<file path="src/rtl/uart_buffered_tx.sv">
`default_nettype none
// ============================================================================
// Module   : uart_buffered_tx
// Summary  : 8N1 UART transmitter fed by a power-of-2 FIFO with a valid/ready
//            write port. Define UART_BUFFERED_TX_PARITY_EN for 8E1 framing.
// Revision : 1.0
// ============================================================================
module uart_buffered_tx #(
    parameter int CLK_HZ       = 24_000_000,
    parameter int BIT_RATE     = 115200,
    parameter int PAYLOAD_BITS = 8,
    parameter int STOP_BITS    = 1,
    parameter int FIFO_DEPTH   = 16
) (
    input  logic                          clk,
    input  logic                          resetn,
    input  logic                          wr_valid,
    input  logic [PAYLOAD_BITS-1:0]       wr_data,
    output logic                          wr_ready,
    output logic                          uart_txd,
    output logic                          tx_busy,
    output logic                          tx_done,
    output logic [$clog2(FIFO_DEPTH):0]   fifo_count
);

    localparam int c_CYCLES_PER_BIT = CLK_HZ / BIT_RATE;
    localparam int c_BAUD_W         = $clog2(c_CYCLES_PER_BIT + 1);
    localparam int c_AW             = $clog2(FIFO_DEPTH);
    localparam int c_CNT_W          = c_AW + 1;
    localparam int c_BIT_MAX        = (PAYLOAD_BITS > STOP_BITS) ? PAYLOAD_BITS : STOP_BITS;
    localparam int c_BIT_W          = $clog2(c_BIT_MAX) + 1;

    localparam logic [c_BAUD_W-1:0] c_BAUD_LAST = c_BAUD_W'(c_CYCLES_PER_BIT - 1);
    localparam logic [c_BIT_W-1:0]  c_LAST_DATA = c_BIT_W'(PAYLOAD_BITS - 1);
    localparam logic [c_BIT_W-1:0]  c_LAST_STOP = c_BIT_W'(STOP_BITS - 1);

    typedef enum logic [2:0] {
        S_IDLE   = 3'd0,
        S_START  = 3'd1,
        S_DATA   = 3'd2,
`ifdef UART_BUFFERED_TX_PARITY_EN
        S_PARITY = 3'd3,
`endif
        S_STOP   = 3'd4
    } state_t;

    logic [PAYLOAD_BITS-1:0] r_mem [FIFO_DEPTH];
    logic [c_AW-1:0]         r_wr_ptr;
    logic [c_AW-1:0]         r_rd_ptr;
    logic [c_CNT_W-1:0]      r_count;

    state_t                  r_state;
    state_t                  w_state_next;
    logic [c_BAUD_W-1:0]     r_baud;
    logic [c_BIT_W-1:0]      r_bit;
    logic [PAYLOAD_BITS-1:0] r_shift;
    logic                    r_txd;
    logic                    r_busy;
`ifdef UART_BUFFERED_TX_PARITY_EN
    logic                    r_parity;
`endif

    logic                    w_push;
    logic                    w_pop;
    logic                    w_has_data;
    logic                    w_baud_last;
    logic                    w_txd_line;
    logic [PAYLOAD_BITS-1:0] w_head;

    // Readiness looks only at the registered count so it never depends on a same-cycle pop.
    assign wr_ready    = (r_count != c_CNT_W'(FIFO_DEPTH));
    assign w_push      = wr_valid && wr_ready;
    assign w_has_data  = (r_count != '0);
    assign w_baud_last = (r_baud == c_BAUD_LAST);
    assign w_head      = r_mem[r_rd_ptr];

    assign uart_txd    = r_txd;
    assign tx_busy     = r_busy;
    assign fifo_count  = r_count;

    always_ff @(posedge clk) begin
        if (w_push) begin
            r_mem[r_wr_ptr] <= wr_data;
        end
    end

    always_ff @(posedge clk or negedge resetn) begin
        if (!resetn) begin
            r_wr_ptr <= '0;
            r_rd_ptr <= '0;
            r_count  <= '0;
        end else begin
            if (w_push) begin
                r_wr_ptr <= r_wr_ptr + c_AW'(1);
            end
            if (w_pop) begin
                r_rd_ptr <= r_rd_ptr + c_AW'(1);
            end
            case ({w_push, w_pop})
                2'b10:   r_count <= r_count + c_CNT_W'(1);
                2'b01:   r_count <= r_count - c_CNT_W'(1);
                default: r_count <= r_count;
            endcase
        end
    end

    always_comb begin
        w_state_next = r_state;
        w_pop        = 1'b0;
        w_txd_line   = 1'b1;
        tx_done      = 1'b0;
        case (r_state)
            S_IDLE: begin
                if (w_has_data) begin
                    w_pop        = 1'b1;
                    w_state_next = S_START;
                end
            end
            S_START: begin
                w_txd_line = 1'b0;
                if (w_baud_last) begin
                    w_state_next = S_DATA;
                end
            end
            S_DATA: begin
                w_txd_line = r_shift[0];
                if (w_baud_last && (r_bit == c_LAST_DATA)) begin
`ifdef UART_BUFFERED_TX_PARITY_EN
                    w_state_next = S_PARITY;
`else
                    w_state_next = S_STOP;
`endif
                end
            end
`ifdef UART_BUFFERED_TX_PARITY_EN
            S_PARITY: begin
                w_txd_line = r_parity;
                if (w_baud_last) begin
                    w_state_next = S_STOP;
                end
            end
`endif
            S_STOP: begin
                if (w_baud_last && (r_bit == c_LAST_STOP)) begin
                    tx_done = 1'b1;
                    // Chain straight into the next start bit when more data is waiting.
                    if (w_has_data) begin
                        w_pop        = 1'b1;
                        w_state_next = S_START;
                    end else begin
                        w_state_next = S_IDLE;
                    end
                end
            end
            default: begin
                w_state_next = S_IDLE;
            end
        endcase
    end

    always_ff @(posedge clk or negedge resetn) begin
        if (!resetn) begin
            r_state <= S_IDLE;
            r_baud  <= '0;
            r_bit   <= '0;
            r_shift <= '0;
            r_txd   <= 1'b1;
            r_busy  <= 1'b0;
`ifdef UART_BUFFERED_TX_PARITY_EN
            r_parity <= 1'b0;
`endif
        end else begin
            r_state <= w_state_next;
            r_busy  <= (w_state_next != S_IDLE);
            // The line register trails the state by one cycle, giving a glitch-free output.
            r_txd   <= w_txd_line;

            if (w_state_next != r_state) begin
                r_baud <= '0;
                r_bit  <= '0;
            end else if (r_state != S_IDLE) begin
                if (w_baud_last) begin
                    r_baud <= '0;
                    r_bit  <= r_bit + c_BIT_W'(1);
                    if (r_state == S_DATA) begin
                        r_shift <= r_shift >> 1;
                    end
                end else begin
                    r_baud <= r_baud + c_BAUD_W'(1);
                end
            end

            if (w_pop) begin
                r_shift <= w_head;
`ifdef UART_BUFFERED_TX_PARITY_EN
                r_parity <= ^w_head;
`endif
            end
        end
    end

endmodule
`default_nettype wire

</file>
<file path="config.mk">
export PLATFORM = sky130hd
export DESIGN_NAME = uart_buffered_tx
export DESIGN_NICKNAME = d
export VERILOG_FILES = /design/src/rtl/uart_buffered_tx.sv
export SDC_FILE = /design/constraint.sdc
export NUM_CORES = 1
export LEC_CHECK = 0
export ABC_AREA = 1
export CORE_AREA = 3 3 152 117
export CTS_BUF_LIST = sky130_fd_sc_hd__clkbuf_2
export DETAILED_ROUTE_END_ITERATION = 8
export DIE_AREA = 0 0 155 120
export PLACE_DENSITY_LB_ADDON = 0.25
export SLEW_MARGIN = 20
export SYNTH_ARGS = -nofsm -noshare
export SYNTH_HDL_FRONTEND = slang
export SYNTH_SLANG_ARGS = --single-unit
</file>
<file path="constraint.sdc">
create_clock -name clk -period 3.7 [get_ports clk]
set_input_delay 0.37 -clock clk [delete_from_list [all_inputs] [get_ports clk]]
set_output_delay 0.37 -clock clk [all_outputs]
set_load 0.01 [all_outputs]
</file>
# Yosys cells after proc, flatten, opt, wreduce, memory -nomap -nowiden
# Memories as Yosys holds them, arrays and structs flattened.
# Cells that the tools add are included.
# word_totals
elab_cells,68
mem_count,1
out_inout_bits,9
regBits,38
ram_bits,128
# mem_list
name,words,word_bits,rd,rd_ports_with_merged_regs,wr,line_no,text
r_mem,16,8,1,0,1,47,logic [PAYLOAD_BITS-1:0] r_mem [FIFO_DEPTH];
# classes
mux,26
addsub,6
eq_ne,10
reduce_logical,16
# ops
operator,n
2-to-1 mux 8 bit,8
"adder 4 x 1 -> 4 bit, second input constant",3
2-to-1 mux 3 bit,4
2-to-1 mux 4 bit,3
one-hot mux 3 bit (4 select lines),1
nonzero test 2 bit,6
one-hot mux 5 bit (2 select lines),1
"adder 8 x 1 -> 8 bit, second input constant",1
"equality test 8 bit, second input constant",1
2-to-1 mux 1 bit,7
nonzero test 3 bit,2
"adder 5 x 1 -> 5 bit, second input constant",1
"inequality test 5 bit, second input constant",1
nonzero test 5 bit,1
"subtractor 5 x 1 -> 5 bit, second input constant",1
"equality test 4 x 3 -> 1 bit, second input constant",1
logical NOT 4 bit,1
one-hot mux 1 bit (2 select lines),2
AND reduction 4 bit,1
"equality test 3 x 1 -> 1 bit, second input constant",1
"equality test 3 x 2 -> 1 bit, second input constant",1
"equality test 3 bit, second input constant",1
logical AND 1 bit,3
logical NOT 3 bit,1
other kinds (5),5

# Longest topological paths before layout
# depth
ltp_word,7
depth_mapped,18
depth_no_buf,17

# Worst setup path after synthesis
# OpenSTA, ideal clock, no wires.
# synth_timing
path_type,register -> register
from,register r_baud[0]
to,"register r_count[4], in the netlist fifo_count[4]"
path_stages_with_launch,18
period_less_slack_ns,2.596
arrival_time_ns,2.468
setup_slack_ns,1.104
setup_ns,0.127
t_required_ns,3.573
path_cell_list,dfrtp_1 ha_1 nand3_4 nor2_8 nand4_1 nand2_2 buf_2 ha_1 xor2_1 ha_1 inv_1 nand2_1 nand3_1 o211ai_1 nand2_1 nand2_1 nor2_1 xor2_1
# synth_between
elab_chain_len,6
# synth_rtl
element,line_no,text
start: declaration,54,logic [c_BAUD_W-1:0] r_baud;
start signal: assignment,189,r_baud <= r_baud + c_BAUD_W'(1);
equality test 8 bit (*),74,assign w_baud_last = (r_baud == c_BAUD_LAST);
logical AND 1 bit (*),144,if (w_baud_last && (r_bit == c_LAST_STOP)) begin
2-to-1 mux 1 bit (*),144,
one-hot mux 1 bit (2 select lines) (*),112,case (r_state)
equality test 2 x 1 -> 1 bit or equality test 2 bit (tied branches),99,"case ({w_push, w_pop})"
one-hot mux 5 bit (2 select lines) or nonzero test 2 bit (tied branches),--,
end signal: assignment,100,2'b10: r_count <= r_count + c_CNT_W'(1);
end signal: assignment,101,2'b01: r_count <= r_count - c_CNT_W'(1);
end signal: assignment,102,default: r_count <= r_count;
end: declaration,50,logic [c_CNT_W-1:0] r_count;
# Every way passes the cells marked *; elsewhere a longest branch is shown, timed or not.
# A chain may end at the register's enable or synchronous reset.

# Worst setup path after layout
# Same ends and word-level chain as after synthesis.

==> flow_metrics.env <==
export IMPL_rr_worst_depth=16
export IMPL_async_flop_share=0.229
export IMPL_power_leakage_nw=2.96
export IMPL_synth_nets=693
export IMPL_ir_drop_mv=0.419
export IMPL_outcome="complete, no violations"
export IMPL_cts_setup_buffers=0
export IMPL_drive_gt1_frac=0.0842
export IMPL_yosysTopAreaCellShare=0.526
export IMPL_synth_compound_area_frac=0.0910
export IMPL_synth_top_family_by_area="simple AND/OR/NAND/NOR gates"
export IMPL_clk_pin_slew_ps=220
export IMPL_maxClockFrequency_mhz=330
export IMPL_post_route_period_util=0.819
export IMPL_synth_top_area_cell="edfxtp_1"
export IMPL_crit_type="reg2reg"
export IMPL_nNetsFinal=711
export IMPL_ys_ff_latch=166
export IMPL_fin_area_sq_mm=0.00794
export IMPL_dp_cells=883
export IMPL_die_area_sq_mm=0.0186
export IMPL_h_tree_depth=4
export IMPL_root_buffer="clkbuf_2"
export IMPL_finalHoldViolations=0
export IMPL_cts_num_sinks=166
export IMPL_cellPowerDensity_mw_per_mm2=669
export IMPL_start_util=0.441
export IMPL_fin_cells=917
export IMPL_worstPathCellList="ha_1 > nand3_4 > nor2_8 > nand4_1 > nand2_2 > ha_1 > xor2_1 > ha_1 > inv_1 > nand2_1 > nand3_1 > o211ai_1 > nand2_1 > nand2_1 > nor2_1 > xor2_1"
export IMPL_cp_top_family="simple AND/OR/NAND/NOR gates"
export IMPL_grt_util_all_layers=0.176
export IMPL_cts_buffer_depth=2
export IMPL_io_buffers=19
export IMPL_drc=0
export IMPL_grt_pass1_wl_microns=25100
export IMPL_die_h_microns=120
export IMPL_io_pin_count=20
export IMPL_grt_overflow=0
export IMPL_worstPathArrival_ps=3670
export IMPL_setup_viol=0
export IMPL_vias_per_cell=5.32
export IMPL_rows=41
export IMPL_min_period_ps=3030
export IMPL_cp_depth=16
export IMPL_core_sq_mm=0.0166
export IMPL_area_growth_synth_to_final_pct=8.72
export IMPL_max_cap_violations=0
export IMPL_required_ps=4340
export IMPL_ys_top_cells_by_area="edfxtp_1 53%, dfrtp_1 13%, nand2_1 6.1%"
export IMPL_first_pass_iters=5
export IMPL_cts_buffers=17
export IMPL_yosysWarnings=0
export IMPL_cp_num_buf_inv=1
export IMPL_fp_dieW_microns=155
export IMPL_min_path_type="in2async"
export IMPL_antenna_left=0
export IMPL_cp_slowest_stage_delay_ps=440
export IMPL_worst_pin_slew_ps=892
export IMPL_grt_max_degree=73
export IMPL_synth_cells=670
export IMPL_synth_flop_cell="edfxtp_1"
export IMPL_clk_insertion_delay_late_ps=730
export IMPL_routed_wl_microns=15800
export IMPL_wl_per_cell_microns=17.2
export IMPL_synth_edf_count=128
export IMPL_critPathMaxFanout=18
export IMPL_ys_seq_area_frac=0.657
export IMPL_synthMuxAreaShare=0
export IMPL_slowest_stage="dfrtp_1"
export IMPL_cts_hold_repair_buffers=1
export IMPL_drt_initial_drc_count=465
export IMPL_critPathLaunch="r_baud[0]$_DFFE_PN0P_"
export IMPL_grt_pass1_vias=4579
export IMPL_dr_total_vias=4877
export IMPL_start_kind="flop"
export IMPL_ys_types=37
export IMPL_crit_path_end_kind="flop"
export IMPL_synth_fa_ha_area_frac=0.0206
export IMPL_synth_simple_area_share=0.176
export IMPL_syn_area_per_cell_sq_um=10.9
export IMPL_cts_tree="done"
export IMPL_skew_ps=17.5
export IMPL_hpwl_microns=10200
export IMPL_drv_slew=0
export IMPL_cts_resized=0
export IMPL_maxSlewHeadroom=0.405
export IMPL_synth_xor_xnor_area_share=0.0204
export IMPL_syn_area_sq_mm=0.00730
export IMPL_r2r_start="r_baud[0]$_DFFE_PN0P_"
export IMPL_antenna_found_initial=1
export IMPL_rsz0062_at_grt="no"
export IMPL_dpl_instance_area_sq_mm=0.00770
export IMPL_place_congestion=0.852
export IMPL_setup_tns_final_ps=0
[final timing paths]
| path | endpoint | slack, ps |
|---|---|---|
| worst max register to register | fifo_count[4]$_DFFE_PN0P_ | 670 |
| max in group asynchronous | r_rd_ptr[0]$_DFFE_PN0N_ | 2830 |
| min in group clk | r_wr_ptr[0]$_DFFE_PN0P_ | 350 |
| worst min-delay path | r_baud[6]$_DFFE_PN0P_ | 260 |
| worst max-delay path | fifo_count[4]$_DFFE_PN0P_ | 670 |
| worst min register to register | fifo_count[4]$_DFFE_PN0P_ | 520 |
[sequential cells by signal (all words and copies together), names as in the netlist]
register    cells
r_mem         128
r_baud          8
r_shift         8
fifo_count      5
r_bit           4
r_rd_ptr        4
r_wr_ptr        4
r_state         3
tx_busy         1
uart_txd        1
[layer usage]
layer,track usage,wire (microns),vias to the layer above,share of wire
met5,0,0,-,0
met4,0.0552,266,0,0.017
met3,0.0364,855,19,0.054
met2,0.265,7200,128,0.46
met1,0.256,7460,2370,0.47
li1,-,-,2360,-
[cell families (layout without fill, tap and decap cells)]
logic type | after synthesis | after routing
compound gates | 111 | 111
flops | 166 | 166
simple gates | 298 | 298
fa+ha+maj | 12 | 12
xor+xnor | 17 | 17
other cells | 0 | 1
buf+inv | 66 | 97
[synthesized netlist by cell type, types with 2 or more instances]
| cell | number |
|---|---|
| nand2_1 | 118 |
| nand3_1 | 41 |
| clkinv_1 | 3 |
| nor3_1 | 2 |
| o211ai_1 | 30 |
| o21ai_1 | 5 |
| clkbuf_1 | 17 |
| inv_2 | 7 |
| nor3_2 | 2 |
| a22oi_1 | 3 |
| nand4_1 | 4 |
| xor2_1 | 14 |
| edfxtp_1 | 128 |
| ha_1 | 12 |
| dfrtp_1 | 37 |
| nand2_2 | 3 |
| nor2_1 | 117 |
| o21ai_0 | 56 |
| buf_1 | 2 |
| a21oi_1 | 13 |
| buf_2 | 8 |
| inv_1 | 29 |
| nor3b_1 | 2 |
| xnor2_1 | 3 |
| nand3_4 | 2 |
[layout by cell type (no fill, tap or decap), types with 2 or more instances in the layout]
master           Yosys  routed
dfrtp_1             37      36
inv_2                7       7
edfxtp_1           128     128
clkbuf_2             0      17
ha_1                12      12
o21ai_0             56      56
nand4_1              4       4
nand2_1            118     118
nor3b_1              2       2
buf_4                0       5
clkdlybuf4s50_1      0      18
xor2_1              14      14
nor2_1             117     117
a22oi_1              3       3
clkinv_2             0       2
o21ai_1              5       5
nand3_4              2       2
clkinvlp_4           0       4
a21oi_1             13      13
nand2_2              3       3
inv_1               29      29
nand3_1             41      41
nor3_2               2       2
xnor2_1              3       3
bufinv_16            0       2
clkinv_1             3       7
nor3_1               2       2
o211ai_1            30      30
[where the power goes]
part	switching, mW	leakage (nW)	total [mW]	internal, mW
logic	1.24	1.21	1.87	0.634
registers	0.201	1.63	2.51	2.31
clock network	0.629	0.122	0.926	0.297
total	2.07	2.96	5.31	3.24
[through the flow]
stage	hold slack (ps)	power (mW)	util	worst slack [ps]
floorplan	74.4	3.82	-	1100
CTS	223	5.35	0.479	659
global route	238	5.69	0.479	452
global placement	485	4.37	0.465	970
detailed placement	500	4.44	0.465	710
finish	260	5.31	0.479	671
[final cells by class]
cell class	count	area, sq um
repair buffers	26	253
fillers	1497	8630
flip-flops and latches	166	4800
diodes	1	2.50
clock buffers	17	85.1
clock inverters	15	138
well taps	215	269
multi-input cells	438	2250
inverters	39	146
(Power assumes the default switching activity.)
